`config.mk`:
```
export PLATFORM = sky130hd
export DESIGN_NAME = i2s_top_tx
export DESIGN_NICKNAME = d
export VERILOG_FILES = /design/src/rtl/i2s_top_tx_pkg.sv /design/src/rtl/i2s_tx_fifo.sv /design/src/rtl/i2s_top_tx.sv
export SDC_FILE = /design/constraint.sdc
export NUM_CORES = 1
export LEC_CHECK = 0
export ABC_AREA = 1
export CORE_UTILIZATION = 55
export DETAILED_ROUTE_END_ITERATION = 12
export PLACE_DENSITY = 0.85
export SLEW_MARGIN = 20
export SYNTH_ARGS = -nofsm -noshare
export SYNTH_HDL_FRONTEND = slang
export SYNTH_SLANG_ARGS = --single-unit
```
`constraint.sdc`:
```
create_clock -name clk_i -period 3.8 [get_ports clk_i]
set_clock_uncertainty 0.2 [all_clocks]
set_input_delay 0.76 -clock clk_i [delete_from_list [all_inputs] [get_ports clk_i]]
set_output_delay 0.76 -clock clk_i [all_outputs]
set_load 0.05 [all_outputs]
```
`src/rtl/i2s_top_tx_pkg.sv`:
```
// Shared definitions for the I2S transmitter: channel tags and FSM state encoding.
package i2s_top_tx_pkg;

    localparam logic I2S_LEFT  = 1'b0;
    localparam logic I2S_RIGHT = 1'b1;

    typedef enum logic {
        ST_IDLE = 1'b0,
        ST_RUN  = 1'b1
    } tx_state_e;

endpackage

```
`src/rtl/i2s_tx_fifo.sv`:
```
// Synchronous sample FIFO holding {tag, data} entries for the I2S transmitter.
module i2s_tx_fifo #(
    parameter int unsigned WIDTH = 17,
    parameter int unsigned DEPTH = 4
) (
    input  logic                     clk_i,
    input  logic                     rst_i,
    input  logic                     i_push,
    input  logic [WIDTH-1:0]         i_data,
    input  logic                     i_pop,
    output logic [WIDTH-1:0]         o_data,
    output logic                     o_full,
    output logic                     o_empty,
    output logic [$clog2(DEPTH):0]   o_level
);

    localparam int unsigned AW = $clog2(DEPTH);

    logic [WIDTH-1:0] r_mem [DEPTH];
    logic [AW:0]      r_wptr;
    logic [AW:0]      r_rptr;
    logic [AW:0]      w_level;
    logic             w_do_push;
    logic             w_do_pop;

    // Extra pointer bit distinguishes full from empty when the indices match.
    assign w_level   = r_wptr - r_rptr;
    assign o_level   = w_level;
    assign o_full    = (w_level == (AW + 1)'(DEPTH));
    assign o_empty   = (w_level == '0);
    assign o_data    = r_mem[r_rptr[AW-1:0]];
    assign w_do_push = i_push && !o_full;
    assign w_do_pop  = i_pop && !o_empty;

    always_ff @(posedge clk_i or negedge rst_i) begin
        if (!rst_i) begin
            r_wptr <= '0;
            r_rptr <= '0;
        end else begin
            if (w_do_push) begin
                r_wptr <= r_wptr + 1'b1;
            end
            if (w_do_pop) begin
                r_rptr <= r_rptr + 1'b1;
            end
        end
    end

    always_ff @(posedge clk_i) begin
        if (w_do_push) begin
            r_mem[r_wptr[AW-1:0]] <= i_data;
        end
    end

endmodule

```
`src/rtl/i2s_top_tx.sv`:
```
// I2S master transmitter: SCLK divider, word/bit sequencing FSM and sample FIFO.
module i2s_top_tx
    import i2s_top_tx_pkg::*;
#(
    parameter int unsigned DATA_W     = 16,
    parameter int unsigned CLK_DIV    = 2,
    parameter int unsigned FIFO_DEPTH = 4
) (
    input  logic                          clk_i,
    input  logic                          rst_i,
    input  logic                          enable_i,
    input  logic [DATA_W-1:0]             data_i,
    input  logic                          lr_chnl_i,
    input  logic                          valid_i,
    output logic                          ready_o,
    output logic                          sclk_o,
    output logic                          wsel_o,
    output logic                          sdat_o,
    output logic                          underrun_o,
    output logic                          sync_err_o,
    output logic [$clog2(FIFO_DEPTH):0]   level_o
);

    localparam int unsigned DIV_W = (CLK_DIV > 1) ? $clog2(CLK_DIV) : 1;
    localparam int unsigned CNT_W = $clog2(DATA_W);

    tx_state_e         r_state, w_state_nxt;
    logic [DIV_W-1:0]  r_div, w_div_nxt;
    logic              r_sclk, w_sclk_nxt;
    logic              r_wsel, w_wsel_nxt;
    logic [CNT_W-1:0]  r_bitcnt, w_bitcnt_nxt;
    logic [DATA_W-1:0] r_shreg, w_shreg_nxt;
    logic              r_underrun, w_underrun_nxt;
    logic              r_sync_err, w_sync_err_nxt;

    logic              w_full;
    logic              w_empty;
    logic              w_push;
    logic              w_pop;
    logic [DATA_W:0]   w_head;
    logic              w_term;
    logic              w_fall;

    assign w_push = valid_i && !w_full;
    assign w_term = (r_state == ST_RUN) && (r_div == DIV_W'(CLK_DIV - 1));
    assign w_fall = w_term && r_sclk;

    i2s_tx_fifo #(
        .WIDTH (DATA_W + 1),
        .DEPTH (FIFO_DEPTH)
    ) u_fifo (
        .clk_i   (clk_i),
        .rst_i   (rst_i),
        .i_push  (w_push),
        .i_data  ({lr_chnl_i, data_i}),
        .i_pop   (w_pop),
        .o_data  (w_head),
        .o_full  (w_full),
        .o_empty (w_empty),
        .o_level (level_o)
    );

    always_comb begin
        w_state_nxt    = r_state;
        w_div_nxt      = r_div;
        w_sclk_nxt     = r_sclk;
        w_wsel_nxt     = r_wsel;
        w_bitcnt_nxt   = r_bitcnt;
        w_shreg_nxt    = r_shreg;
        w_underrun_nxt = 1'b0;
        w_sync_err_nxt = 1'b0;
        w_pop          = 1'b0;

        case (r_state)
            ST_IDLE: begin
                w_div_nxt    = '0;
                w_sclk_nxt   = 1'b0;
                w_wsel_nxt   = I2S_LEFT;
                w_bitcnt_nxt = '0;
                w_shreg_nxt  = '0;
                if (enable_i) begin
                    w_state_nxt = ST_RUN;
                end
            end
            ST_RUN: begin
                if (w_term) begin
                    w_div_nxt  = '0;
                    w_sclk_nxt = !r_sclk;
                end else begin
                    w_div_nxt = r_div + 1'b1;
                end
                if (w_fall) begin
                    if (r_bitcnt == '0) begin
                        // Bit counter at zero marks a word-load tick.
                        if ((r_wsel == I2S_LEFT) && !enable_i) begin
                            w_state_nxt = ST_IDLE;
                            w_shreg_nxt = '0;
                        end else begin
                            w_bitcnt_nxt = CNT_W'(DATA_W - 1);
                            if (w_empty) begin
                                w_shreg_nxt    = '0;
                                w_underrun_nxt = 1'b1;
                            end else begin
                                w_pop = 1'b1;
                                if (w_head[DATA_W] != r_wsel) begin
                                    w_shreg_nxt    = '0;
                                    w_sync_err_nxt = 1'b1;
                                end else begin
                                    w_shreg_nxt = w_head[DATA_W-1:0];
                                end
                            end
                        end
                    end else begin
                        w_bitcnt_nxt = r_bitcnt - 1'b1;
                        w_shreg_nxt  = {r_shreg[DATA_W-2:0], 1'b0};
                        if (r_bitcnt == CNT_W'(1)) begin
                            w_wsel_nxt = (r_wsel == I2S_LEFT) ? I2S_RIGHT : I2S_LEFT;
                        end
                    end
                end
            end
            default: begin
                w_state_nxt = ST_IDLE;
            end
        endcase
    end

    always_ff @(posedge clk_i or negedge rst_i) begin
        if (!rst_i) begin
            r_state    <= ST_IDLE;
            r_div      <= '0;
            r_sclk     <= 1'b0;
            r_wsel     <= I2S_LEFT;
            r_bitcnt   <= '0;
            r_shreg    <= '0;
            r_underrun <= 1'b0;
            r_sync_err <= 1'b0;
        end else begin
            r_state    <= w_state_nxt;
            r_div      <= w_div_nxt;
            r_sclk     <= w_sclk_nxt;
            r_wsel     <= w_wsel_nxt;
            r_bitcnt   <= w_bitcnt_nxt;
            r_shreg    <= w_shreg_nxt;
            r_underrun <= w_underrun_nxt;
            r_sync_err <= w_sync_err_nxt;
        end
    end

    assign ready_o    = !w_full;
    assign sclk_o     = r_sclk;
    assign wsel_o     = r_wsel;
    assign sdat_o     = r_shreg[DATA_W-1];
    assign underrun_o = r_underrun;
    assign sync_err_o = r_sync_err;

endmodule

```
; Word-level counts from Yosys, hierarchy flattened
; Memory sizes are Yosys's and may differ from the RTL's.
; Cells that the tools add are included.
[totals]
register_bits = 32
ramBits = 68
in_bits = 21
out_inout_bits = 9
n_memories = 1
[classes]
n_addsub = 5
eq_ne = 8
mux = 42
n_bitwise = 2
n_reduce_logical = 14
[memory_table]
columns = memory, words, width, read_ports, rd_ports_with_merged_regs, wr, line_no
row1 = u_fifo.r_mem, 4, 17, 1, 0, 1, i2s_tx_fifo.sv:19  ; logic [WIDTH-1:0] r_mem [DEPTH];
[ops]
columns = cell, count
row1 = 16-bit 2-to-1 mux, 5
row2 = 16-bit case mux with 2 select lines, 1
row3 = 1-bit 2-to-1 mux, 28
row4 = 4-bit 2-to-1 mux, 3
row5 = 1-bit case mux with 2 select lines, 4
row6 = 4-bit case mux with 2 select lines, 1
row7 = "3-bit by 1-bit adder with 3-bit output, second input constant", 2
row8 = 1-bit logical AND, 6
row9 = "2-bit by 1-bit != test with 1-bit output, second input constant", 3
row10 = "4-bit by 1-bit == test with 1-bit output, second input constant", 1
row11 = 1-bit zero test, 4
row12 = 4-bit zero test, 1
row13 = "4-bit by 1-bit subtractor with 4-bit output, second input constant", 1
row14 = "3-bit == test, second input constant", 1
row15 = 3-bit zero test, 1
row16 = "3-bit != test, second input constant", 1
row17 = 3-bit AND reduction, 1
row18 = 3-bit subtractor, 1
row19 = "2-bit != test, second input constant", 1
row20 = 1-bit inverter, 2
row21 = 2-bit AND reduction, 1
row22 = "1-bit adder, second input constant", 1
row23 = 1-bit != test, 1

; Depth between registers and ports, before layout
; Gate-level depths: netlist of run 1.
[logic_depth]
ltp_word = 8
ltp_mapped = 12

; Cells and area by module
; From an unflattened synthesis of run 1, not the netlist that was laid out.
[hier_totals]
cells_unflattened = 450
area_unflattened_um2 = 4499.3
[modules_own_cells]
columns = mod, n_inst, cells_per_inst, area_each_um2
row1 = i2s_tx_fifo, 1, 233, 3012.9
row2 = i2s_top_tx, 1, 217, 1486.4

; Worst setup path after synthesis of run 1
; OpenSTA, ideal clock, no wires.
[synth_timing]
path_type = flip-flop to flip-flop
startpoint = register u_fifo.r_wptr[0]
endpoint = memory u_fifo.r_mem[0][0] (enable)
t_arrival_ps = 2448
slack_ps = 762
path_stages_with_launch = 9
path_buffers = 0
cell_sequence = dfrtp_1 inv_1 ha_1 fa_1 nand3_2 nand2_2 nand2_4 nand2_4 nor2_1
[synth_between]
elab_chain_cells = 7
[synth_rtl]
columns = element, line_no
row1 = start: declaration, i2s_tx_fifo.sv:20  ; logic [AW:0] r_wptr;
row2 = start signal: assignment, i2s_tx_fifo.sv:41  ; r_wptr <= r_wptr + 1'b1;
row3 = 3-bit subtractor (*), i2s_tx_fifo.sv:27  ; assign w_level = r_wptr - r_rptr;
row4 = named net level_o[2], i2s_top_tx.sv:21  ; output logic [$clog2(FIFO_DEPTH):0] level_o
row5 = 3-bit == test (*), i2s_tx_fifo.sv:29  ; assign o_full = (w_level == (AW + 1)'(DEPTH));
row6 = 1-bit zero test (*), --
row7 = named net ready_o, i2s_top_tx.sv:15  ; output logic ready_o,
row8 = 1-bit logical AND, i2s_top_tx.sv:44  ; assign w_push = valid_i && !w_full;
row9 = 1-bit logical AND (*), i2s_tx_fifo.sv:32  ; assign w_do_push = i_push && !o_full;
row10 = 1-bit 2-to-1 mux (*), i2s_tx_fifo.sv:50  ; if (w_do_push) begin
row11 = 1-bit 2-to-1 mux (not written as such) (*), i2s_tx_fifo.sv:51  ; r_mem[r_wptr[AW-1:0]] <= i_data;
row12 = end: declaration, i2s_tx_fifo.sv:19
; Mark *: on every way through the listed nets, which the timed path passes. The rest lies on a longest branch.

; Worst setup path in the final report of run 1
[layout_timing]
startpoint = register u_fifo.r_wptr[0]
endpoint = output port level_o[0]
[layout_between]
elab_chain_cells = 1
[layout_rtl]
columns = element, line_no
row1 = 3-bit subtractor, i2s_tx_fifo.sv:27
row2 = end: declaration, i2s_top_tx.sv:21
; No other way between the ends.

==> impl_metrics.env, run 1 <==
export IMPL_start_util=0.575
export IMPL_antennaDiodeCount=0
export IMPL_post_cts_resized=0
export IMPL_portBuffers=29
export IMPL_fmax_ghz=0.335
export IMPL_die_h_microns=92.6
export IMPL_cp_required_ps=2840
export IMPL_worstPathMaxFanout=4
export IMPL_relSlewSlack=0.623
export IMPL_post_cts_buffers=0
export IMPL_die_area_sq_um=8570
export IMPL_setup_viol=0
export IMPL_finalPower_mw=4.25
export IMPL_fp_dieW_microns=92.6
export IMPL_crit_top_cell="inv_1"
export IMPL_worstPathArrival_ps=2020
export IMPL_crit_slowest_cell="clkdlybuf4s50_1"
export IMPL_m1WireLength_microns=3400
export IMPL_timing_final_crit_share=0.785
export IMPL_grtUsageTotal=0.210
export IMPL_hold_viol_final=0
export IMPL_worstPathCellList="inv_1, ha_1, inv_1, clkdlybuf4s50_1"
export IMPL_syn_area_per_cell_sq_um=11.2
export IMPL_ant_nets=0
export IMPL_powerDensity_nw_per_um2=837
export IMPL_ys_types=32
export IMPL_syn2layout_area_growth_pct=12.5
export IMPL_end_kind="output pin"
export IMPL_cts_buffers=9
export IMPL_cp_start_kind="flip-flop"
export IMPL_antenna_found_initial=0
export IMPL_maxCapViolCount=0
export IMPL_grt_overflow_total=0
export IMPL_slew_violations=0
export IMPL_wl_met2_microns=4220
export IMPL_drtPass1Iterations=4
export IMPL_drt_total_wl_microns=8120
export IMPL_outcome="finished, final reports clean"
export IMPL_clk_latency_ps=370
export IMPL_core_area_sq_um=7850
export IMPL_fin_tns_setup_ps=0
export IMPL_whs_ps=295
export IMPL_p_leak_nw=2.11
export IMPL_drcViolationCount=0
export IMPL_hpwl_microns=5340
export IMPL_path_class="flip-flop to output pin"
export IMPL_crit_family="buffers and inverters"
export IMPL_final_core_util=0.647
export IMPL_rsz0062_at_grt="no"
export IMPL_synth_area_sq_um=4510
export IMPL_netlist_instances=403
export IMPL_synth_nets=434
export IMPL_clkTransAtPathRegs_ps=90
export IMPL_clock_sinks=100
export IMPL_via_per_inst=5.39
export IMPL_drive_gt1_frac=0.134
export IMPL_ys_warnings_count=0
export IMPL_cts_hold_buf=0
export IMPL_drt_iter0_markers=162
export IMPL_vdd_drop_max_mv=0.349
export IMPL_tightestPinTransition_ps=564
export IMPL_wl_per_cell_microns=15.0
export IMPL_num_fill_cells=600
export IMPL_num_io_pins=30
export IMPL_dr_wl_met3_microns=388
export IMPL_min_period_ps=2980
export IMPL_holdCritPathClass="flip-flop to flip-flop"
export IMPL_dr_total_vias=2915
export IMPL_htreeDepth=3
export IMPL_critical_path_buf_inv_count=3
export IMPL_ys_seq_area_frac=0.630
export IMPL_top_layer="met4"
export IMPL_gp_congestion=0.773
export IMPL_cts_tree="done"
export IMPL_cts_root_buf="clkbuf_8"
export IMPL_slowest_delay_ps=790
export IMPL_grt_pass1_wl_microns=13500
export IMPL_grt_max_degree=37
export IMPL_first_global_vias=2796
export IMPL_max_clock_path_buffers=2
export IMPL_row_count=32
export IMPL_ys_ff_latch=100
export IMPL_fin_nets=465
## registers in the layout, indices dropped and copies added (netlist names)
register and cells:
underrun_o 1, r_bitcnt 4, r_shreg 16, u_fifo.r_rptr 3, r_state 1, u_fifo.r_wptr 3, sync_err_o 1, wsel_o 1
u_fifo.r_mem 68, sclk_o 1, r_div 1
## layer usage
metal / global-route usage / vias to the layer above
met5: 0 / -
met4: 0.0677 / 0
met3: 0.0493 / 8
met2: 0.349 / 71
met1: 0.272 / 1409
li1: - / 1427
## metrics by stage
step	instances	instance area (sq um)	setup WS, ps
floorplan	403	4510	762
global placement	525	4870	1240
detailed placement	525	4870	1210
CTS	541	5080	794
global route	541	5080	750
finish	541	5080	817
## where the power goes
group / switching, mW / internal [mW] / total [mW]
clock: 0.376 / 0.313 / 0.689
sequential: 0.133 / 1.50 / 1.63
combinational: 1.34 / 0.597 / 1.93
## synthesized netlist by cell type
| cell | number | share of area |
|---|---|---|
| a21oi_1 | 5 | 0.0055 |
| ha_1 | 9 | 0.025 |
| inv_4 | 2 | 0.0028 |
| fa_1 | 1 | 0.0044 |
| a21oi_4 | 1 | 0.0036 |
| nand3_4 | 3 | 0.012 |
| buf_4 | 5 | 0.0083 |
| inv_8 | 1 | 0.0025 |
| nor2_8 | 2 | 0.0089 |
| nand3_1 | 19 | 0.021 |
| o21ai_1 | 3 | 0.0033 |
| dfrtp_1 | 32 | 0.18 |
| o21bai_1 | 7 | 0.012 |
| edfxtp_1 | 68 | 0.45 |
| inv_2 | 5 | 0.0042 |
| a32oi_1 | 8 | 0.016 |
| nand2_1 | 105 | 0.087 |
| nor2_4 | 1 | 0.0025 |
| nor2_2 | 1 | 0.0014 |
| buf_6 | 4 | 0.010 |
| buf_2 | 6 | 0.0067 |
| o21ai_0 | 22 | 0.024 |
| a31oi_1 | 1 | 0.0014 |
| nand2_4 | 5 | 0.012 |
| xor2_1 | 4 | 0.0078 |
| o22ai_1 | 11 | 0.015 |
| nand2_2 | 6 | 0.0083 |
| inv_1 | 25 | 0.021 |
| nor2_1 | 33 | 0.027 |
| o21ai_2 | 2 | 0.0039 |
| nor4_1 | 1 | 0.0014 |
| nand3_2 | 5 | 0.011 |
## worst register-to-register path: cells and delay by family, from the launching register on
family	cells	cell delay, ps
simple gates	4	720
buf+inv	2	230
fa+ha+maj	2	600
flops	1	420
## final cells by class
| class | instances | area, sq um | share of cell area |
|---|---|---|---|
| multi-input combinational | 255 | 1420 | 0.280 |
| inverter | 33 | 136 | 0.0269 |
| clock buffer | 9 | 124 | 0.0244 |
| tap | 102 | 128 | 0.0251 |
| sequential | 100 | 2840 | 0.560 |
| timing repair buffer | 35 | 340 | 0.0670 |
| clock inverter | 7 | 83.8 | 0.0165 |
## path summary, 6_finish.rpt
check,cells after the start,startpoint,endpoint,slack (ps)
max,4,u_fifo.r_wptr[0],level_o[0],820
min,2,r_shreg[1],r_shreg[1],300
max reg2reg,8,u_fifo.r_wptr[0],u_fifo.r_mem[3][10],1250
min reg2reg,2,r_shreg[1],r_shreg[1],300
max in group asynchronous,2,rst_i,r_shreg[0],2520
min in group asynchronous,2,rst_i,r_bitcnt[0],580
## cells in the final DEF, fill, tap and decap left out, types with 2 or more instances in the layout
cell,n
nand2_2,6
inv_6,2
nand2_1,105
a21oi_1,5
inv_4,2
dfrtp_1,32
nor2_1,33
a32oi_1,8
edfxtp_1,68
o21ai_1,3
clkdlybuf4s50_1,26
clkbuf_8,9
nor2_8,2
o21ai_0,22
nand3_2,5
o21ai_2,2
o22ai_1,11
nand3_4,3
nand3_1,19
inv_1,25
clkinvlp_4,2
buf_4,8
xor2_1,4
ha_1,9
o21bai_1,7
nand2_4,5
inv_2,5
## cells by family (layout without fill, tap and decap cells)
group,Yosys count,in the layout,share of synthesized area
and+or+nand+nor,181,181,0.193
DFF,100,100,0.630
AOI/OAI and AO/OA,60,60,0.0845
buffers and inverters,48,84,0.0552
adders and majority gates,10,10,0.0294
xor gates and xnor gates,4,4,0.00776
Power figures use the tool's default switching activity.
==> run 2, diff against run 1 <==
==> constraint.sdc (replaced) <==
create_clock -name clk_i -period 2.84 [get_ports clk_i]
set_clock_uncertainty 0.2 [all_clocks]
set_input_delay 0.568 -clock clk_i [delete_from_list [all_inputs] [get_ports clk_i]]
set_output_delay 0.568 -clock clk_i [all_outputs]
set_load 0.05 [all_outputs]
==> impl_metrics.env, run 2 (same netlist as run 1, synthesis figures left out) <==
export IMPL_grt_overflow_total=0
export IMPL_syn2layout_area_growth_pct=12.7
export IMPL_final_core_util=0.649
export IMPL_via_per_inst=5.45
export IMPL_cp_start_kind="flip-flop"
export IMPL_antenna_found_initial=0
export IMPL_drt_iter0_markers=236
export IMPL_start_util=0.575
export IMPL_grtUsageTotal=0.212
export IMPL_cp_required_ps=2070
export IMPL_cts_buffers=9
export IMPL_fmax_ghz=0.366
export IMPL_core_area_sq_um=7850
export IMPL_portBuffers=29
export IMPL_first_global_vias=2854
export IMPL_p_leak_nw=2.12
export IMPL_slowest_delay_ps=540
export IMPL_tightestPinTransition_ps=568
export IMPL_clock_sinks=100
export IMPL_whs_path_depth=2
export IMPL_final_cell_mix="nand2_1, edfxtp_1, nor2_1"
export IMPL_timing_final_crit_share=0.963
export IMPL_outcome="finished, final reports clean"
export IMPL_fp_dieW_microns=92.6
export IMPL_cts_tree="done"
export IMPL_crit_top_cell="inv_2"
export IMPL_holdCritPathClass="flip-flop to flip-flop"
export IMPL_die_h_microns=92.6
export IMPL_min_period_ps=2740
export IMPL_drive_gt1_frac=0.143
export IMPL_grt_pass1_wl_microns=13800
export IMPL_num_io_pins=30
export IMPL_clk_latency_ps=360
export IMPL_wl_per_cell_microns=15.1
export IMPL_path_depth=7
export IMPL_row_count=32
export IMPL_hpwl_microns=5420
export IMPL_ant_nets=0
export IMPL_final_common_cell="nand2_1"
export IMPL_maxCapViolCount=0
export IMPL_worstPathArrival_ps=1970
export IMPL_relSlewSlack=0.620
export IMPL_worstPathMaxFanout=4
export IMPL_critical_path_buf_inv_count=3
export IMPL_cts_hold_buf=0
export IMPL_dr_total_vias=2955
export IMPL_max_clock_path_buffers=2
export IMPL_reg2regPathDepth=8
export IMPL_hold_viol_final=0
export IMPL_die_area_sq_um=8570
export IMPL_largest_reg_flops=68
export IMPL_drt_total_wl_microns=8190
export IMPL_setup_viol=0
export IMPL_rsz0062_at_grt="no"
export IMPL_whs_ps=286
export IMPL_fin_nets=466
export IMPL_worstPathCellList="inv_2, ha_1, fa_2, nand2_1, inv_2, nand2_4, buf_12"
export IMPL_clkTransAtPathRegs_ps=90
export IMPL_crit_slowest_cell="fa_2"
export IMPL_powerDensity_nw_per_um2=1130
export IMPL_drtPass1Iterations=5
export IMPL_cts_root_buf="clkbuf_8"
export IMPL_grt_max_degree=37
export IMPL_crit_family="adder cells"
export IMPL_num_fill_cells=605
export IMPL_slew_violations=0
export IMPL_gp_congestion=0.777
export IMPL_path_class="flip-flop to output pin"
export IMPL_vdd_drop_max_mv=0.563
export IMPL_antennaDiodeCount=0
export IMPL_htreeDepth=3
export IMPL_drcViolationCount=0
export IMPL_end_kind="output pin"
[run 2: cell count changes in the layout (fill, tap and decap cells not counted), sizes merged]
cell           change
clkinvlp           -2
bufinv             -1
clkdlybuf4s50      -1
buf                +2
clkinv             +3
[run 2: through the flow]
step | power (mW) | setup TNS, ps | area, sq um | worst slack [ps] | cells
finish | 5.78 | 0 | 5090 | 105 | 542
global route | 6.16 | 0 | 5090 | 22.2 | 542
global placement | 4.84 | 0 | 4900 | 366 | 525
CTS | 5.77 | 0 | 5080 | 32.5 | 541
detailed placement | 4.96 | 0 | 4900 | 234 | 525
floorplan | 4.18 | -10110 | 4510 | -198 | 403
[run 2: path summary, 6_finish.rpt]
kind                                        from                   to  slack [ps]
worst max-delay path            u_fifo.r_wptr[0]              ready_o         100
max in group asynchronous                  rst_i          r_shreg[14]        1750
worst max register to register  u_fifo.r_wptr[0]  u_fifo.r_mem[3][10]         340
min in group asynchronous                  rst_i     u_fifo.r_rptr[2]         400
worst min-delay path                  r_shreg[4]           r_shreg[4]         290
worst min register to register        r_shreg[4]           r_shreg[4]         290
[run 2: cell type report]
class                      count  area [sq um]  share of cell area
clock inverter                 7          51.3              0.0101
multi-input combinational    255          1430               0.280
tap                          102           128              0.0251
clock buffer                   9           124              0.0243
sequential                   100          2840               0.559
timing repair buffer          36           383              0.0752
inverter                      33           136              0.0268
[run 2: worst reg2reg max path, cell delays in order, from the launching register on]
cell,delay (ps)
dfrtp_1,420
inv_2,110
ha_1,170
fa_2,450
nand2_1,100
inv_2,60
nand2_4,90
nand2_4,90
nor2_4,450
[run 2: layer usage]
layer	vias to the layer above	GRT usage	share of wire
li1	1424	-	-
met1	1411	0.282	0.43
met2	107	0.349	0.49
met3	13	0.0517	0.062
met4	0	0.0586	0.013
met5	-	0	0
[run 2: power breakdown]
part	total, mW	internal, mW	switching (mW)	leakage (nW)
clock network	0.815	0.325	0.490	0.0929
logic	2.78	0.943	1.84	0.994
registers	2.18	2.00	0.180	1.03
[run 2: repair_timing]
| item | in CTS | in global routing |
|---|---|---|
| resized for setup | 0 | 3 |
| endpoints found under the setup margin | 0 | 1 |
| buffers inserted | 0 | 1 |
==> run 3, diff against run 2 <==
--- a/config.mk
+++ b/config.mk
@@ -6,6 +6,7 @@
 export NUM_CORES = 1
 export LEC_CHECK = 0
 export ABC_AREA = 1
+export ABC_CLOCK_PERIOD_IN_PS = 2840
 export CORE_UTILIZATION = 55
 export DETAILED_ROUTE_END_ITERATION = 12
 export PLACE_DENSITY = 0.85
==> results of run 3 <==
Same layout as run 2: the final DEF is identical, and so are final timing and power.
